**src/rtl/cmul_pkg.sv**
```systemverilog
`default_nettype none
// ============================================================================
// Module   : cmul_pkg
// Purpose  : Shared definitions for the complexm result combiner. Holds the
//            default widths, the twiddle scaling shift, the saturation limits
//            of the regfft word and the sequencer state encoding.
// Ports    : none (package)
// Revision : 1.0 - initial release
// ============================================================================
package cmul_pkg;

  // Width of each complexm partial product (2's complement).
  localparam int CMUL_PROD_W = 39;
  // Width of the re/im result words (regfft word width).
  localparam int CMUL_OUT_W  = 31;
  // Fractional bits of the Q1.7 twiddle factor.
  localparam int CMUL_SHIFT  = 7;

  // Saturation limits of a signed CMUL_OUT_W-bit word.
  localparam longint SAT_MAX = (longint'(1) <<< (CMUL_OUT_W - 1)) - longint'(1);
  localparam longint SAT_MIN = -(longint'(1) <<< (CMUL_OUT_W - 1));

  // Sequencer states.
  typedef enum logic [2:0] {
    IDLE  = 3'd0,
    ISSUE = 3'd1,
    WAIT  = 3'd2,
    SUM   = 3'd3,
    ROUND = 3'd4,
    OUT   = 3'd5
  } cmul_state_t;

endpackage
`default_nettype wire

```
**src/rtl/cmul_combine_if.sv**
```systemverilog
`default_nettype none
// ============================================================================
// Module   : cmul_combine_if
// Purpose  : Bundles the combiner's request, complexm and result signals.
//            master : the combiner (cmul_combine)
//            slave  : the environment (requester, complexm and regfft side)
// Ports    : start/busy     - request handshake
//            mul_en, p_*    - complexm enable and partial products
//            out_*, sat_*   - result words, clip flags, valid/ready
// Revision : 1.0 - initial release
// ============================================================================
interface cmul_combine_if #(
  parameter int PROD_W = cmul_pkg::CMUL_PROD_W,
  parameter int OUT_W  = cmul_pkg::CMUL_OUT_W
);

  logic                     start;
  logic                     busy;
  logic                     mul_en;
  logic signed [PROD_W-1:0] p_ac;
  logic signed [PROD_W-1:0] p_bd;
  logic signed [PROD_W-1:0] p_bc;
  logic signed [PROD_W-1:0] p_ad;
  logic signed [OUT_W-1:0]  out_re;
  logic signed [OUT_W-1:0]  out_im;
  logic                     sat_re;
  logic                     sat_im;
  logic                     out_valid;
  logic                     out_ready;

  modport master (
    input  start,
    output busy,
    output mul_en,
    input  p_ac,
    input  p_bd,
    input  p_bc,
    input  p_ad,
    output out_re,
    output out_im,
    output sat_re,
    output sat_im,
    output out_valid,
    input  out_ready
  );

  modport slave (
    output start,
    input  busy,
    input  mul_en,
    output p_ac,
    output p_bd,
    output p_bc,
    output p_ad,
    input  out_re,
    input  out_im,
    input  sat_re,
    input  sat_im,
    input  out_valid,
    output out_ready
  );

endinterface
`default_nettype wire

```
**src/rtl/cmul_round_sat.sv**
```systemverilog
`default_nettype none
// ============================================================================
// Module   : cmul_round_sat
// Purpose  : Combinational scale-and-clip of one combined component.
//            res = sat((sum + 2^(SHIFT-1)) >>> SHIFT), round half toward +inf.
// Ports    : sum - (PROD_W+1)-bit signed combined partial products
//            res - OUT_W-bit signed result
//            sat - result was clipped to the OUT_W range
// Revision : 1.0 - initial release
// ============================================================================
module cmul_round_sat
  import cmul_pkg::*;
#(
  parameter int PROD_W = CMUL_PROD_W,
  parameter int OUT_W  = CMUL_OUT_W,
  parameter int SHIFT  = CMUL_SHIFT
) (
  input  logic signed [PROD_W:0]  sum,
  output logic signed [OUT_W-1:0] res,
  output logic                    sat
);

  // One guard bit above the sum: adding the rounding bias to the largest
  // positive sum must not wrap.
  localparam int EXT_W = PROD_W + 2;

  localparam logic signed [EXT_W-1:0] BIAS =
    EXT_W'(longint'(1) <<< (SHIFT - 1));
  localparam logic signed [PROD_W:0]  LIM_HI =
    (PROD_W + 1)'((longint'(1) <<< (OUT_W - 1)) - longint'(1));
  localparam logic signed [PROD_W:0]  LIM_LO =
    (PROD_W + 1)'(-(longint'(1) <<< (OUT_W - 1)));

  logic signed [EXT_W-1:0] biased;
  logic signed [PROD_W:0]  rounded;

  assign biased  = $signed({sum[PROD_W], sum}) + BIAS;
  // The shift frees SHIFT sign bits at the top, so narrowing back to
  // PROD_W+1 bits never loses information.
  assign rounded = (PROD_W + 1)'(biased >>> SHIFT);

  always_comb begin
    res = rounded[OUT_W-1:0];
    sat = 1'b0;
    if (rounded > LIM_HI) begin
      res = LIM_HI[OUT_W-1:0];
      sat = 1'b1;
    end else if (rounded < LIM_LO) begin
      res = LIM_LO[OUT_W-1:0];
      sat = 1'b1;
    end
  end

endmodule
`default_nettype wire

```
**src/rtl/cmul_combine.sv**
```systemverilog
`default_nettype none
// ============================================================================
// Module   : cmul_combine
// Purpose  : Consumer-side sequencer for the complexm partial-product
//            multiplier. On start it pulses complexm's en, collects the four
//            partial products at the fixed complexm latency, forms
//            re = ac - bd and im = bc + ad, rescales by the Q1.7 twiddle with
//            round-half-up, saturates to the regfft word and hands the result
//            over on a valid/ready port.
// Ports    : clk   - clock
//            reset - asynchronous active-low reset
//            bus   - cmul_combine_if master: start/busy, mul_en, p_ac/p_bd/
//                    p_bc/p_ad, out_re/out_im, sat_re/sat_im,
//                    out_valid/out_ready
// Revision : 1.0 - initial release
// ============================================================================
module cmul_combine
  import cmul_pkg::*;
#(
  parameter int PROD_W = CMUL_PROD_W,
  parameter int OUT_W  = CMUL_OUT_W,
  parameter int SHIFT  = CMUL_SHIFT
) (
  input  logic           clk,
  input  logic           reset,
  cmul_combine_if.master bus
);

  cmul_state_t state;
  cmul_state_t state_nxt;

  logic                    mul_en_c;
  logic                    busy_c;
  logic                    valid_c;

  logic signed [PROD_W:0]  sre;
  logic signed [PROD_W:0]  sim;

  logic signed [OUT_W-1:0] rnd_re;
  logic signed [OUT_W-1:0] rnd_im;
  logic                    clip_re;
  logic                    clip_im;

  logic signed [OUT_W-1:0] re_q;
  logic signed [OUT_W-1:0] im_q;
  logic                    sat_re_q;
  logic                    sat_im_q;

  // --------------------------------------------------------------------------
  // Sequencer
  // --------------------------------------------------------------------------
  always_ff @(posedge clk or negedge reset) begin
    if (!reset) begin
      state <= IDLE;
    end else begin
      state <= state_nxt;
    end
  end

  // complexm latches its products at the end of ISSUE and presents them after
  // its own second cycle, hence the WAIT state before SUM. ISSUE is only ever
  // entered from IDLE or OUT, both of which complexm sees as its idle state,
  // so an en pulse can never land while complexm is busy.
  always_comb begin
    state_nxt = state;
    mul_en_c  = 1'b0;
    busy_c    = 1'b1;
    valid_c   = 1'b0;
    case (state)
      IDLE: begin
        busy_c = 1'b0;
        if (bus.start) begin
          state_nxt = ISSUE;
        end
      end
      ISSUE: begin
        mul_en_c  = 1'b1;
        state_nxt = WAIT;
      end
      WAIT: begin
        state_nxt = SUM;
      end
      SUM: begin
        state_nxt = ROUND;
      end
      ROUND: begin
        state_nxt = OUT;
      end
      OUT: begin
        valid_c = 1'b1;
        // A pending start goes straight back to ISSUE so back-to-back
        // requests see no idle bubble.
        if (bus.out_ready) begin
          state_nxt = bus.start ? ISSUE : IDLE;
        end
      end
      default: begin
        busy_c    = 1'b0;
        state_nxt = IDLE;
      end
    endcase
  end

  // --------------------------------------------------------------------------
  // Combine: products are sign-extended by one bit so ac - bd and bc + ad
  // cannot overflow.
  // --------------------------------------------------------------------------
  always_ff @(posedge clk or negedge reset) begin
    if (!reset) begin
      sre <= '0;
      sim <= '0;
    end else if (state == SUM) begin
      sre <= {bus.p_ac[PROD_W-1], bus.p_ac} - {bus.p_bd[PROD_W-1], bus.p_bd};
      sim <= {bus.p_bc[PROD_W-1], bus.p_bc} + {bus.p_ad[PROD_W-1], bus.p_ad};
    end
  end

  // --------------------------------------------------------------------------
  // Scale and clip, one instance per component
  // --------------------------------------------------------------------------
  cmul_round_sat #(
    .PROD_W (PROD_W),
    .OUT_W  (OUT_W),
    .SHIFT  (SHIFT)
  ) u_round_re (
    .sum (sre),
    .res (rnd_re),
    .sat (clip_re)
  );

  cmul_round_sat #(
    .PROD_W (PROD_W),
    .OUT_W  (OUT_W),
    .SHIFT  (SHIFT)
  ) u_round_im (
    .sum (sim),
    .res (rnd_im),
    .sat (clip_im)
  );

  // Result words change only on the ROUND load, so they stay stable for the
  // whole OUT phase and keep their value after acceptance.
  always_ff @(posedge clk or negedge reset) begin
    if (!reset) begin
      re_q     <= '0;
      im_q     <= '0;
      sat_re_q <= 1'b0;
      sat_im_q <= 1'b0;
    end else if (state == ROUND) begin
      re_q     <= rnd_re;
      im_q     <= rnd_im;
      sat_re_q <= clip_re;
      sat_im_q <= clip_im;
    end
  end

  assign bus.mul_en    = mul_en_c;
  assign bus.busy      = busy_c;
  assign bus.out_valid = valid_c;
  assign bus.out_re    = re_q;
  assign bus.out_im    = im_q;
  assign bus.sat_re    = sat_re_q;
  assign bus.sat_im    = sat_im_q;

endmodule
`default_nettype wire
```
**src/flat_wrapper.sv**
```systemverilog
// flat-port wrapper written by rule: the top's interface ports become plain ports
module cmul_combine_flat import cmul_pkg::*;
#(
  parameter int PROD_W = CMUL_PROD_W,
  parameter int OUT_W  = CMUL_OUT_W,
  parameter int SHIFT  = CMUL_SHIFT
)
  (clk, reset, bus_start, bus_busy, bus_mul_en, bus_p_ac, bus_p_bd, bus_p_bc, bus_p_ad, bus_out_re, bus_out_im, bus_sat_re, bus_sat_im, bus_out_valid, bus_out_ready);
  cmul_combine_if #(.PROD_W(PROD_W), .OUT_W(OUT_W)) bus_i ();
  input  logic clk;
  input  logic reset;
  input wire logic [$bits(bus_i.start)-1:0] bus_start;
  output wire logic [$bits(bus_i.busy)-1:0] bus_busy;
  output wire logic [$bits(bus_i.mul_en)-1:0] bus_mul_en;
  input wire logic [$bits(bus_i.p_ac)-1:0] bus_p_ac;
  input wire logic [$bits(bus_i.p_bd)-1:0] bus_p_bd;
  input wire logic [$bits(bus_i.p_bc)-1:0] bus_p_bc;
  input wire logic [$bits(bus_i.p_ad)-1:0] bus_p_ad;
  output wire logic [$bits(bus_i.out_re)-1:0] bus_out_re;
  output wire logic [$bits(bus_i.out_im)-1:0] bus_out_im;
  output wire logic [$bits(bus_i.sat_re)-1:0] bus_sat_re;
  output wire logic [$bits(bus_i.sat_im)-1:0] bus_sat_im;
  output wire logic [$bits(bus_i.out_valid)-1:0] bus_out_valid;
  input wire logic [$bits(bus_i.out_ready)-1:0] bus_out_ready;
  assign bus_i.start = bus_start;
  assign bus_busy = bus_i.busy;
  assign bus_mul_en = bus_i.mul_en;
  assign bus_i.p_ac = bus_p_ac;
  assign bus_i.p_bd = bus_p_bd;
  assign bus_i.p_bc = bus_p_bc;
  assign bus_i.p_ad = bus_p_ad;
  assign bus_out_re = bus_i.out_re;
  assign bus_out_im = bus_i.out_im;
  assign bus_sat_re = bus_i.sat_re;
  assign bus_sat_im = bus_i.sat_im;
  assign bus_out_valid = bus_i.out_valid;
  assign bus_i.out_ready = bus_out_ready;
  cmul_combine #(.PROD_W(PROD_W), .OUT_W(OUT_W), .SHIFT(SHIFT)) u_core (.clk(clk), .reset(reset), .bus(bus_i));
endmodule
```
**config.mk**
```make
export PLATFORM = sky130hd
export DESIGN_NAME = cmul_combine_flat
export DESIGN_NICKNAME = d
export VERILOG_FILES = /design/src/rtl/cmul_pkg.sv /design/src/rtl/cmul_combine_if.sv /design/src/rtl/cmul_round_sat.sv /design/src/rtl/cmul_combine.sv /design/src/flat_wrapper.sv
export SDC_FILE = /design/constraint.sdc
export NUM_CORES = 1
export LEC_CHECK = 0
export CAP_MARGIN = 20
export CORE_ASPECT_RATIO = 0.8
export CORE_MARGIN = 10
export CORE_UTILIZATION = 54
export CTS_CLUSTER_DIAMETER = 120
export DETAILED_ROUTE_END_ITERATION = 12
export GPL_ROUTABILITY_DRIVEN = 0
export PLACE_DENSITY = 0.8
export SLEW_MARGIN = 20
export SYNTH_ARGS = -nofsm -noshare
export SYNTH_HDL_FRONTEND = slang
export SYNTH_HIERARCHICAL = 1
export SYNTH_SLANG_ARGS = --single-unit
```
**constraint.sdc**
```tcl
create_clock -name clk -period 3.1 [get_ports clk]
set_input_delay 0.31 -clock clk [delete_from_list [all_inputs] [get_ports clk]]
set_output_delay 0.31 -clock clk [all_outputs]
set_load 0.1 [all_outputs]
```
==> impl_metrics.ini <==
[timing]
fin_skew_ns = 0.00943
fmax_ghz = 0.354
hold_viol = 0
hold_ws_ns = 0.503
slew_headroom_pct = 30.0
period_share_pct = 91.1
rsz0062_at_grt = false
worst_pin_slew_ns = 1.05
finalMaxSlewViolations = 0
fin_crit_ns = 2.82
finalSetupViolCount = 0

[setup_path]
cp-end-kind = flop
crit_chain = clkdlybuf4s50_1, ha_1, nand3_1, nor3_1, o21ai_0, a2111oi_0, buf_4, o21ai_0, a21oi_1, mux2i_1, o311ai_0
path_max_fanout = 5
criticalPathCategory = in2reg
path_buf_inv = 2
cpMostUsedCell = o21ai_0
cp-start-kind = input pin
critPathArrivalTime_ns = 3.08
worstPathRequired_ns = 3.36
crit_family = compound AO/OA/AOI/OAI gates
max_stage_delay_ns = 0.44
slowest_stage = a2111oi_0

[global_routing]
grt_first_pass_wirelength_um = 57700
globalRouteTotalUtil_pct = 25.6
antenna_found_initial = 0
grt_max_degree = 104
grt_pass1_vias = 10700
overflow = 0

[die]
rows = 47
ios = 227
fp.dieW_um = 184
die_area_mm2 = 0.0277
die_h_um = 151
core_area_mm2 = 0.0209
start_util_pct = 55.4

[run]
maxCapViolCount = 0

[layout]
design_area_mm2 = 0.0148
syn_to_final_growth_pct = 28.0
final_cell_mix = 164 x clkdlybuf4s50_1, 143 x nand2_1, 135 x dfrtp_1
final_common_cell = clkdlybuf4s50_1
final_util_pct = 71.0
nNetsFinal = 1858
stdcell_count = 1898
diodes = 0
drive_above_1_share_pct = 16.2

[pwr]
peakVddDrop_v = 0.000500
p_leak_uw = 0.00644
power.density_mw_per_mm2 = 935
power_uw = 13900

[clock_tree]
clk_pin_slew_ns = 0.06
root_buffer = clkbuf_16
worstSkewPairLatency_ns = 0.43
htreeDepth = 4
clock_path_buffers = 2
cts_tree = yes
cts_setup_buffers = 0
clock_sinks = 135
cts_inserted_buffers = 17

[placed_design]
hpwl_um = 28900
dp_cells = 1865
io_buffers = 226
dpl-instance-area_mm2 = 0.0142

[routing]
wl_um = 35800
ant_nets = 0
viasPerCell = 6.06
drtPass1Iterations = 8
drc = 0
wl_per_cell_um = 18.9
drtIter0Drc = 1369
vias = 11500

[logic_synthesis]
syn_inst = 1381
syn_avg_cell_area_um2 = 8.38
ys.warnings.count = 6
syn-num-nets = 1623
netlist_area_mm2 = 0.0116

[status]
outcome = completed

[hold_path]
min_path_type = reg2reg
state kept, by name, indices dropped and copies added (netlist names):
register / flops
u_core/bus.out_im: 31
u_core/bus.out_re: 31
u_core/bus.sat_im: 1
u_core/bus.sat_re: 1
u_core/sim: 34
u_core/sre: 34
u_core/state: 3
path summary, 6_finish.rpt:
kind	startpoint	end	slack [ns]	cells past startpoint
min	u_core/bus.out_im[0]$_DFFE_PN0P_	u_core/bus.out_im[0]$_DFFE_PN0P_	0.50	1
min in group asynchronous	reset	u_core/sim[18]$_DFFE_PN0N_	0.51	2
max in group asynchronous	reset	u_core/bus.out_im[16]$_DFFE_PN0P_	1.79	3
max reg2reg	u_core/sre[27]$_DFFE_PN0N_	u_core/bus.out_re[11]$_DFFE_PN0P_	0.44	8
min reg2reg	u_core/bus.out_im[0]$_DFFE_PN0P_	u_core/bus.out_im[0]$_DFFE_PN0P_	0.50	1
max	bus_p_ad[11]	u_core/sim[37]$_DFFE_PN0N_	0.28	11
metrics by stage:
step | setup slack, ns | TNS (ns)
after CTS | 0.360 | 0
after global routing | 0.0449 | 0
final | 0.275 | 0
after global placement | -0.0358 | -0.0643
after detailed placement | -0.0862 | -0.274
after floorplan | 0.0114 | 0
layout make-up:
type / instances / area (um^2)
clock buffer: 22 / 484
clock inverter: 10 / 120
fill: 1685 / 6060
inverter: 68 / 255
multi-input combinational: 1099 / 7590
sequential: 135 / 3380
tap: 269 / 337
timing repair buffer: 295 / 2650
routing by layer:
| layer | wire length [um] | part of all wire (%) | global-route usage [%] |
|---|---|---|---|
| met1 | 17300 | 48 | 39.2 |
| met2 | 14100 | 39 | 34.1 |
| met3 | 4220 | 12 | 8.04 |
| met4 | 257 | 0.72 | 4.66 |
| met5 | 0 | 0 | 0 |
repair_timing:
action	4_1_cts	5_1_grt
endpoints found under the hold margin	55	0
hold buffers	1	0
endpoints found under the setup margin	0	1
resized for setup	0	1
power by group:
group | internal [uW] | switching, uW
logic | 2540 | 5600
registers | 2630 | 1060
clock network | 1270 | 764
total | 6440 | 7420
(Power assumes the default switching activity.)
